File: src/rtl/register_scoreboard.sv
// Purpose : pending-write scoreboard for long-latency producers; stalls decode on RAW/WAW hazards.
// Latency : stall is combinational; busy/pending_cnt/err_timeout update one cycle after issue/writeback.
// Backpr. : stall holds decode; writeback is never blocked and a same-cycle writeback bypasses the stall.
//
// Ports:
//   clk, rst                       core clock, synchronous active-high reset
//   id_rs1/id_rs2 (+ _used)        decode source registers and whether they are read
//   id_rd, id_valid, id_long_lat   decode destination, valid, long-latency producer flag
//   flush                          kills the decode instruction this cycle (no issue, no stall)
//   wb_valid, wb_rd                long-latency writeback completion
//   stall                          hold decode
//   busy                           per-register pending-write bits (registered)
//   pending_cnt                    popcount of busy (registered)
//   err_timeout                    sticky: some register stayed busy for TIMEOUT cycles
module register_scoreboard #(
    parameter int NREGS   = 32,
    parameter int REG_W   = 5,
    parameter int TIMEOUT = 255
) (
    input  logic             clk,
    input  logic             rst,
    input  logic [REG_W-1:0] id_rs1,
    input  logic [REG_W-1:0] id_rs2,
    input  logic             id_rs1_used,
    input  logic             id_rs2_used,
    input  logic [REG_W-1:0] id_rd,
    input  logic             id_valid,
    input  logic             id_long_lat,
    input  logic             flush,
    input  logic             wb_valid,
    input  logic [REG_W-1:0] wb_rd,
    output logic             stall,
    output logic [NREGS-1:0] busy,
    output logic [REG_W:0]   pending_cnt,
    output logic             err_timeout
);

    localparam int AW = $clog2(TIMEOUT + 1);
    localparam logic [AW-1:0] AGE_MAX = AW'(TIMEOUT);

    logic [NREGS-1:0] wb_hit;
    logic [NREGS-1:0] eff_busy;
    logic [NREGS-1:0] set_vec;
    logic [NREGS-1:0] busy_next;
    logic [REG_W:0]   cnt_next;
    logic             issue;
    logic             timeout_hit;
    logic [AW-1:0]    age [NREGS];

    always_comb begin
        wb_hit   = wb_valid ? (NREGS'(1) << wb_rd) : '0;
        // Register file is write-before-read, so a result landing this cycle is already visible.
        eff_busy = busy & ~wb_hit;

        stall = id_valid & ~flush &
                ((id_rs1_used & eff_busy[id_rs1]) |
                 (id_rs2_used & eff_busy[id_rs2]) |
                 (id_long_lat & eff_busy[id_rd]));

        issue   = id_valid & ~stall & ~flush & id_long_lat & (id_rd != '0);
        set_vec = issue ? (NREGS'(1) << id_rd) : '0;

        // Set wins over a same-cycle clear: the new producer is younger than the one completing.
        busy_next    = (busy & ~wb_hit) | set_vec;
        busy_next[0] = 1'b0;

        cnt_next = '0;
        for (int i = 0; i < NREGS; i++) begin
            cnt_next = cnt_next + (REG_W+1)'(busy_next[i]);
        end

        timeout_hit = 1'b0;
        for (int i = 0; i < NREGS; i++) begin
            if (busy[i] && (age[i] == AGE_MAX)) begin
                timeout_hit = 1'b1;
            end
        end
    end

    always_ff @(posedge clk) begin
        if (rst) begin
            busy        <= '0;
            pending_cnt <= '0;
            err_timeout <= 1'b0;
            for (int i = 0; i < NREGS; i++) begin
                age[i] <= '0;
            end
        end else begin
            busy        <= busy_next;
            pending_cnt <= cnt_next;
            err_timeout <= err_timeout | timeout_hit;
            for (int i = 0; i < NREGS; i++) begin
                if (set_vec[i] || wb_hit[i]) begin
                    age[i] <= '0;
                end else if (busy[i] && (age[i] != AGE_MAX)) begin
                    age[i] <= age[i] + 1'b1;
                end
            end
        end
    end

endmodule

File: config.mk
export PLATFORM = sky130hd
export DESIGN_NAME = register_scoreboard
export DESIGN_NICKNAME = d
export VERILOG_FILES = /design/src/rtl/register_scoreboard.sv
export SDC_FILE = /design/constraint.sdc
export NUM_CORES = 1
export LEC_CHECK = 0
export CORE_MARGIN = 4
export CORE_UTILIZATION = 45
export DETAILED_ROUTE_END_ITERATION = 12
export GPL_ROUTABILITY_DRIVEN = 0
export SKIP_LAST_GASP = 1
export SLEW_MARGIN = 10
export SYNTH_ARGS = -nofsm -noshare
export SYNTH_HDL_FRONTEND = slang
export SYNTH_SLANG_ARGS = --single-unit
File: constraint.sdc
create_clock -name clk -period 8.1 [get_ports clk]
set_input_delay 1.215 -clock clk [delete_from_list [all_inputs] [get_ports clk]]
set_output_delay 1.215 -clock clk [all_outputs]
set_load 0.005 [all_outputs]
After elaboration in Yosys (flattened, before gate mapping)
Memory sizes are Yosys's and may differ from the RTL's.
Cells that the tools add are included.
{"block": "totals", "regBits": 39, "latchBits": 0, "ram_bits": 256, "rom_bits": 0, "in_bits": 28, "output_inout_bits": 40, "wordCells": 644, "memories": 1}
{"memory": "age", "depth": 32, "width": 8, "rd": 32, "rd_ports_with_merged_regs": 0, "write_ports": 32, "line": "48", "rtl": "logic [AW-1:0] age [NREGS];"}
{"block": "classes", "addsub": 62, "mul": 0, "div": 0, "magnitude_cmp": 3, "eq_ne": 64, "shifts": 2, "muxes": 330, "n_bitwise": 81, "reduce_logical": 97}
{"op": "$mux W8", "count": 64}
{"op": "$mux W1", "count": 261}
{"op": "$add A8 B1 Y8 const B", "count": 32}
{"op": "$eq A8 B8 Y1 const B", "count": 32}
{"op": "$ne A8 B8 Y1 const B", "count": 32}
{"op": "$add A6 B1 Y6", "count": 25}
{"op": "$or A1 B1 Y1", "count": 67}
{"op": "$logic_and A1 B1 Y1", "count": 64}
{"op": "$mux W32", "count": 2}
{"op": "$shl A1 B5 Y32 const A", "count": 2}
{"op": "$and A32 B32 Y32", "count": 1}
{"op": "$logic_or A1 B1 Y1", "count": 32}
{"op": "$not A32 Y32", "count": 1}
{"op": "$or A32 B32 Y32", "count": 1}
{"op": "$lt A5 B6 Y1 const B", "count": 3}
{"op": "$bmux W1 S5", "count": 3}
{"op": "$and A1 B1 Y1", "count": 9}
{"op": "$add A5 B1 Y6", "count": 1}
{"op": "$add A4 B1 Y5", "count": 1}
{"op": "$reduce_bool A5 Y1", "count": 1}
{"op": "$add A3 B1 Y4", "count": 1}
{"op": "$add A2 B1 Y3", "count": 1}
{"op": "$add A1 B1 Y2", "count": 1}
{"op": "$not A1 Y1", "count": 2}

Logic depth before layout (Yosys ltp)
{"block": "depth", "depth_word": 47, "mapped_depth": 28, "mapped_depth_nobuf": 25}

Worst setup path after synthesis
OpenSTA, ideal clock, no wires.
{"block": "synth_path", "kind": "input -> register", "from": "in wb_rd[2]", "to": "reg pending_cnt[4]", "setup_time_ns": 0.128, "arrival_ns": 7.414, "required_time_ns": 7.972, "path_slack_ns": 0.558, "stages": 26, "path_buffers": 3, "path_cell_list": "buf_4 > and4bb_4 > buf_6 > a21boi_2 > a2111oi_2 > o221ai_2 > a2bb2oi_2 > o21ba_4 > buf_6 > nand4_1 > and2_1 > fa_1 > fa_1 > inv_1 > fa_1 > inv_1 > fa_1 > fa_1 > fa_1 > fa_1 > fa_1 > inv_1 > a21o_1 > a21oi_1 > xor2_1 > nor2_1"}
{"block": "synth_via", "elab_chain_len": 47, "elab_cells_between_ends": 53, "cone_classes": "30 x add/sub; 1 x shift; 8 x mux; 14 x bitwise"}
{"item": "start: declaration", "line": "31", "rtl": "input logic [REG_W-1:0] wb_rd,"}
{"item": "$shl A1 B5 Y32 (*)", "line": "51", "rtl": "wb_hit = wb_valid ? (NREGS'(1) << wb_rd) : '0;"}
{"item": "$mux W32 (*)", "line": "51"}
{"item": "$not A32 Y32 (*)", "line": "53, 64"}
{"item": "$and A32 B32 Y32 (*)", "line": "53, 64"}
{"item": "$bmux W1 S5, on equally long branches", "line": "56, 57"}
{"item": "$mux W1, on equally long branches", "line": "56, 57"}
{"item": "$and A1 B1 Y1, on equally long branches", "line": "56, 57"}
{"item": "$or A1 B1 Y1", "line": "56", "rtl": "((id_rs1_used & eff_busy[id_rs1]) |"}
{"item": "[... 8 more ...]"}
{"item": "$or A32 B32 Y32 (*)", "line": "64", "rtl": "busy_next = (busy & ~wb_hit) | set_vec;"}
{"item": "$add A1 B1 Y2", "line": "69", "rtl": "cnt_next = cnt_next + (REG_W+1)'(busy_next[i]);"}
{"item": "$add A2 B1 Y3", "line": "69"}
{"item": "$add A3 B1 Y4", "line": "69"}
{"item": "$add A4 B1 Y5", "line": "69"}
{"item": "$add A5 B1 Y6", "line": "69"}
{"item": "$add A6 B1 Y6 (24 in a row)", "line": "69"}
{"item": "$add A6 B1 Y6 (*)", "line": "69"}
{"item": "end signal: assignment", "line": "90", "rtl": "pending_cnt <= cnt_next;"}
{"item": "end: declaration", "line": "34", "rtl": "output logic [REG_W:0] pending_cnt,"}
Every way passes the cells marked *; elsewhere a longest branch is shown, timed or not. The select of a mux whose other input is x is not followed.
A chain may end at the register's enable or synchronous reset.

Final worst setup path
{"block": "layout_path", "from": "in wb_rd[1]", "to": "reg pending_cnt[4]"}
Same word-level chain as after synthesis.

==> key figures <==
Detailed routing
  – Total iterations of the first detailed-routing run: 7
  – Vias per inst: 5.53
  – Routed wire length per instance: 19.0 µm
  – Remaining antenna violation count: 0
  – Initial drt markers: 1206
  – Final WL: 45100 µm
  – Vias after detailed routing: 13100
  – Number of remaining DRC errors: 0

Critical path
  – Critical path's largest stage delay: 0.54 ns
  – CP Launch Type: input port
  – Worst path arrival time: 8.24 ns
  – Cell family with most CP delay: adder cells
  – Critical path launch point: wb_rd[1]
  – Setup Crit Path Kind: in -> reg
  – Critical R2R Launch: busy[22]
  – Reg2reg end: pending_cnt[4]
  – Worst R2R Path Depth: 23
  – Crit. End Element: flip-flop
  – Reg2Reg Setup Slack: 1.31 ns
  – Worst setup path end: pending_cnt[4]
  – CP dominant cell by count: fa_1
  – CP Buf/Inv Count: 6
  – Crit path max fanout: 8
  – Stages on worst setup path: 26
  – Critical-path top delay cell: fa_1
  – Required @ worst endpoint: 8.51 ns

Hold path
  – HP Class: reg -> reg

Pwr
  – VDD IR max: 0.000149 V
  – Pwr Total: 0.00345 W
  – Leak pwr: 7.43 nW
  – Power Density: 172 mW/mm²

Yosys
  – Avg Cell Area, Syn: 10.0 µm²
  – Post-synth EDFFs: 248
  – Flops & latches, synth: 286
  – Syn Std Cell Area: 0.0169 mm²
  – Largest family of logic cells by synthesized area: simple AND/OR/NAND/NOR gates
  – YS warnings: 0
  – Seq/Total Area, Yosys: 0.485
  – Yosys cell types: 83
  – Synth Area in Adders: 0.0553
  – Main synth FF type: edfxtp_1
  – Post-synthesis simple-gate area fraction: 0.223
  – Syn Inst Count: 1685
  – Synth Area in Compound Gates: 0.0766
  – Async SR Flop Fraction: 0
  – Mux share of post-synthesis cell area: 0.0171
  – Post-synth net total: 1774
  – Post-Synth XOR/XNOR Area: 0.0988

Place
  – IO Port Bufs: 66
  – Place WS: -0.339 ns
  – Dpl hpwl: 33900 µm

Global routing
  – Vias in the first global route: 12900
  – Met1 Resource Use GR: 0.305
  – Initial antenna violation count: 0
  – Largest net degree at the start of global routing: 55
  – Total GRT Usage: 0.219
  – Gr busiest metal: met2
  – Grt met3 use: 0.0375
  – First-pass GRT wire length: 71500 µm
  – GR Util met2: 0.340
  – Gr ovfl total: 0

Die
  – Ports: 68
  – CORE AREA: 0.0369 mm²
  – Die Ht: 202 µm
  – Die area: 0.0408 mm²
  – Cell Rows: 70
  – Initial Util: 0.459
  – Die X: 202 µm

STA
  – Headroom to the max-slew limit: 0.353
  – Final Hold Fails: 0
  – Final-report max-slew violation count: 0
  – Final worst-path cycle share: 0.966
  – Max Clock Freq: 0.128 GHz
  – Layout Skew: 0.0231 ns
  – Crit path time final: 7.82 ns
  – RSZ-0062 raised after global routing: no
  – Final setup viols: 0
  – Least-Margin Pin Slew: 0.971 ns
  – Final setup margin: 0.278 ns

Clocking
  – Root buffer cell: clkbuf_16
  – TritonCTS Buffers: 34
  – Max H-tree Level: 2
  – Clk_lat worst skew: 0.54 ns
  – Clock transition at the registers of the reported paths: 0.07 ns
  – CTS Buffer Depth: 3
  – TritonCTS clock tree: done
  – # clock sinks: 286

Layout
  – Commonest non-fill, non-tap cell in the layout: nor2_1
  – Final core utilization: 0.544
  – Layout area overhead: 18.4%
  – Highest-count cells in the layout ignoring fill and taps: 319 x nor2_1, 248 x edfxtp_1, 140 x buf_4
  – # nets final: 1935
  – Fraction of layout cells with a size suffix above 1: 0.127

Flow run
  – Max Cap Viol: 0

Run status
  – Status: completed
## where the power goes
group          leakage, nW  total [W]  switching (W)  internal [W]
sequential            2.87    0.00169      0.0000446       0.00165
clock                0.534    0.00151       0.000614      0.000894
combinational         4.03   0.000253       0.000146      0.000108
total                 7.43    0.00345       0.000804       0.00265
## worst register-to-register path: cells and delay by family (launching register included)
kind | cells | cell delay (ns)
simple gates | 1 | 0.05
fa+ha+maj | 8 | 3.70
compound gates | 7 | 1.28
flops | 1 | 0.57
xor+xnor | 1 | 0.14
buf+inv | 5 | 0.41
mux | 1 | 0.53
## Yosys cell counts, drive strengths merged, types with 15 or more instances
cell / instances / area share
nor2: 319 / 0.071
edfxtp: 248 / 0.44
nand3: 117 / 0.035
nand2: 110 / 0.024
xor2: 99 / 0.051
xnor2: 92 / 0.048
inv: 87 / 0.019
clkbuf: 56 / 0.012
and3: 51 / 0.019
a21oi: 47 / 0.015
nand4: 39 / 0.015
nor2b: 39 / 0.014
dfxtp: 38 / 0.045
ha: 38 / 0.028
o21ai: 36 / 0.012
or3: 32 / 0.012
buf: 29 / 0.013
fa: 23 / 0.027
and2: 18 / 0.0067
a221oi: 16 / 0.0083
nor3: 15 / 0.0044
## routing by layer
metal	vias to the layer above	wire, µm
met1	6279	19900
met5	-	0
met2	479	20200
met3	126	3110
li1	6244	-
met4	0	1950
## worst min-delay path by stage
stage,slack [ns],from,depth (start not counted),to
after global routing,0.60,age[0][240],1,age[0][240]
final,0.58,age[0][48],1,age[0][48]
after CTS,0.59,age[0][48],1,age[0][48]
after detailed placement,0.58,age[0][48],1,age[0][48]
after floorplan,0.52,busy[1],2,busy[1]
after global placement,0.57,age[0][240],1,age[0][240]
## per-stage QoR
stage | instance area (µm²) | instances | hold WS (ns) | TNS (ns)
floorplan | 16900 | 1685 | 0.515 | 0
global placement | 18900 | 2312 | 0.569 | -0.940
detailed placement | 18900 | 2312 | 0.578 | -0.880
CTS | 20000 | 2372 | 0.586 | 0
global route | 20000 | 2374 | 0.602 | 0
finish | 20000 | 2375 | 0.580 | 0
## sequential cells by signal (all words and copies together) (netlist names)
name         cells
busy            31
pending_cnt      6
err_timeout      1
age            248
## timing repair
action,CTS,global route
resized for setup,0,9
hold buffers,0,0
setup endpoints to repair,0,3
buffers inserted,0,2
## final cells by class
class	instances	area, µm²
sequential	286	8210
fill	3252	16800
tap	504	631
clock inverter	14	130
clock buffer	46	957
timing repair buffer	210	1800
inverter	87	327
multi-input combinational	1227	7990
antenna	1	2.50
## cell families (layout without fill, tap and decap cells)
family          after synthesis  count (layout)
xor+xnor                    191             191
flops                       286             286
buf+inv                     172             357
compound gates              177             177
simple gates                780             780
mux                          17              17
fa+ha+maj                    61              61
other cells                   1               2
Note: power is estimated with default switching activity, not from simulation.
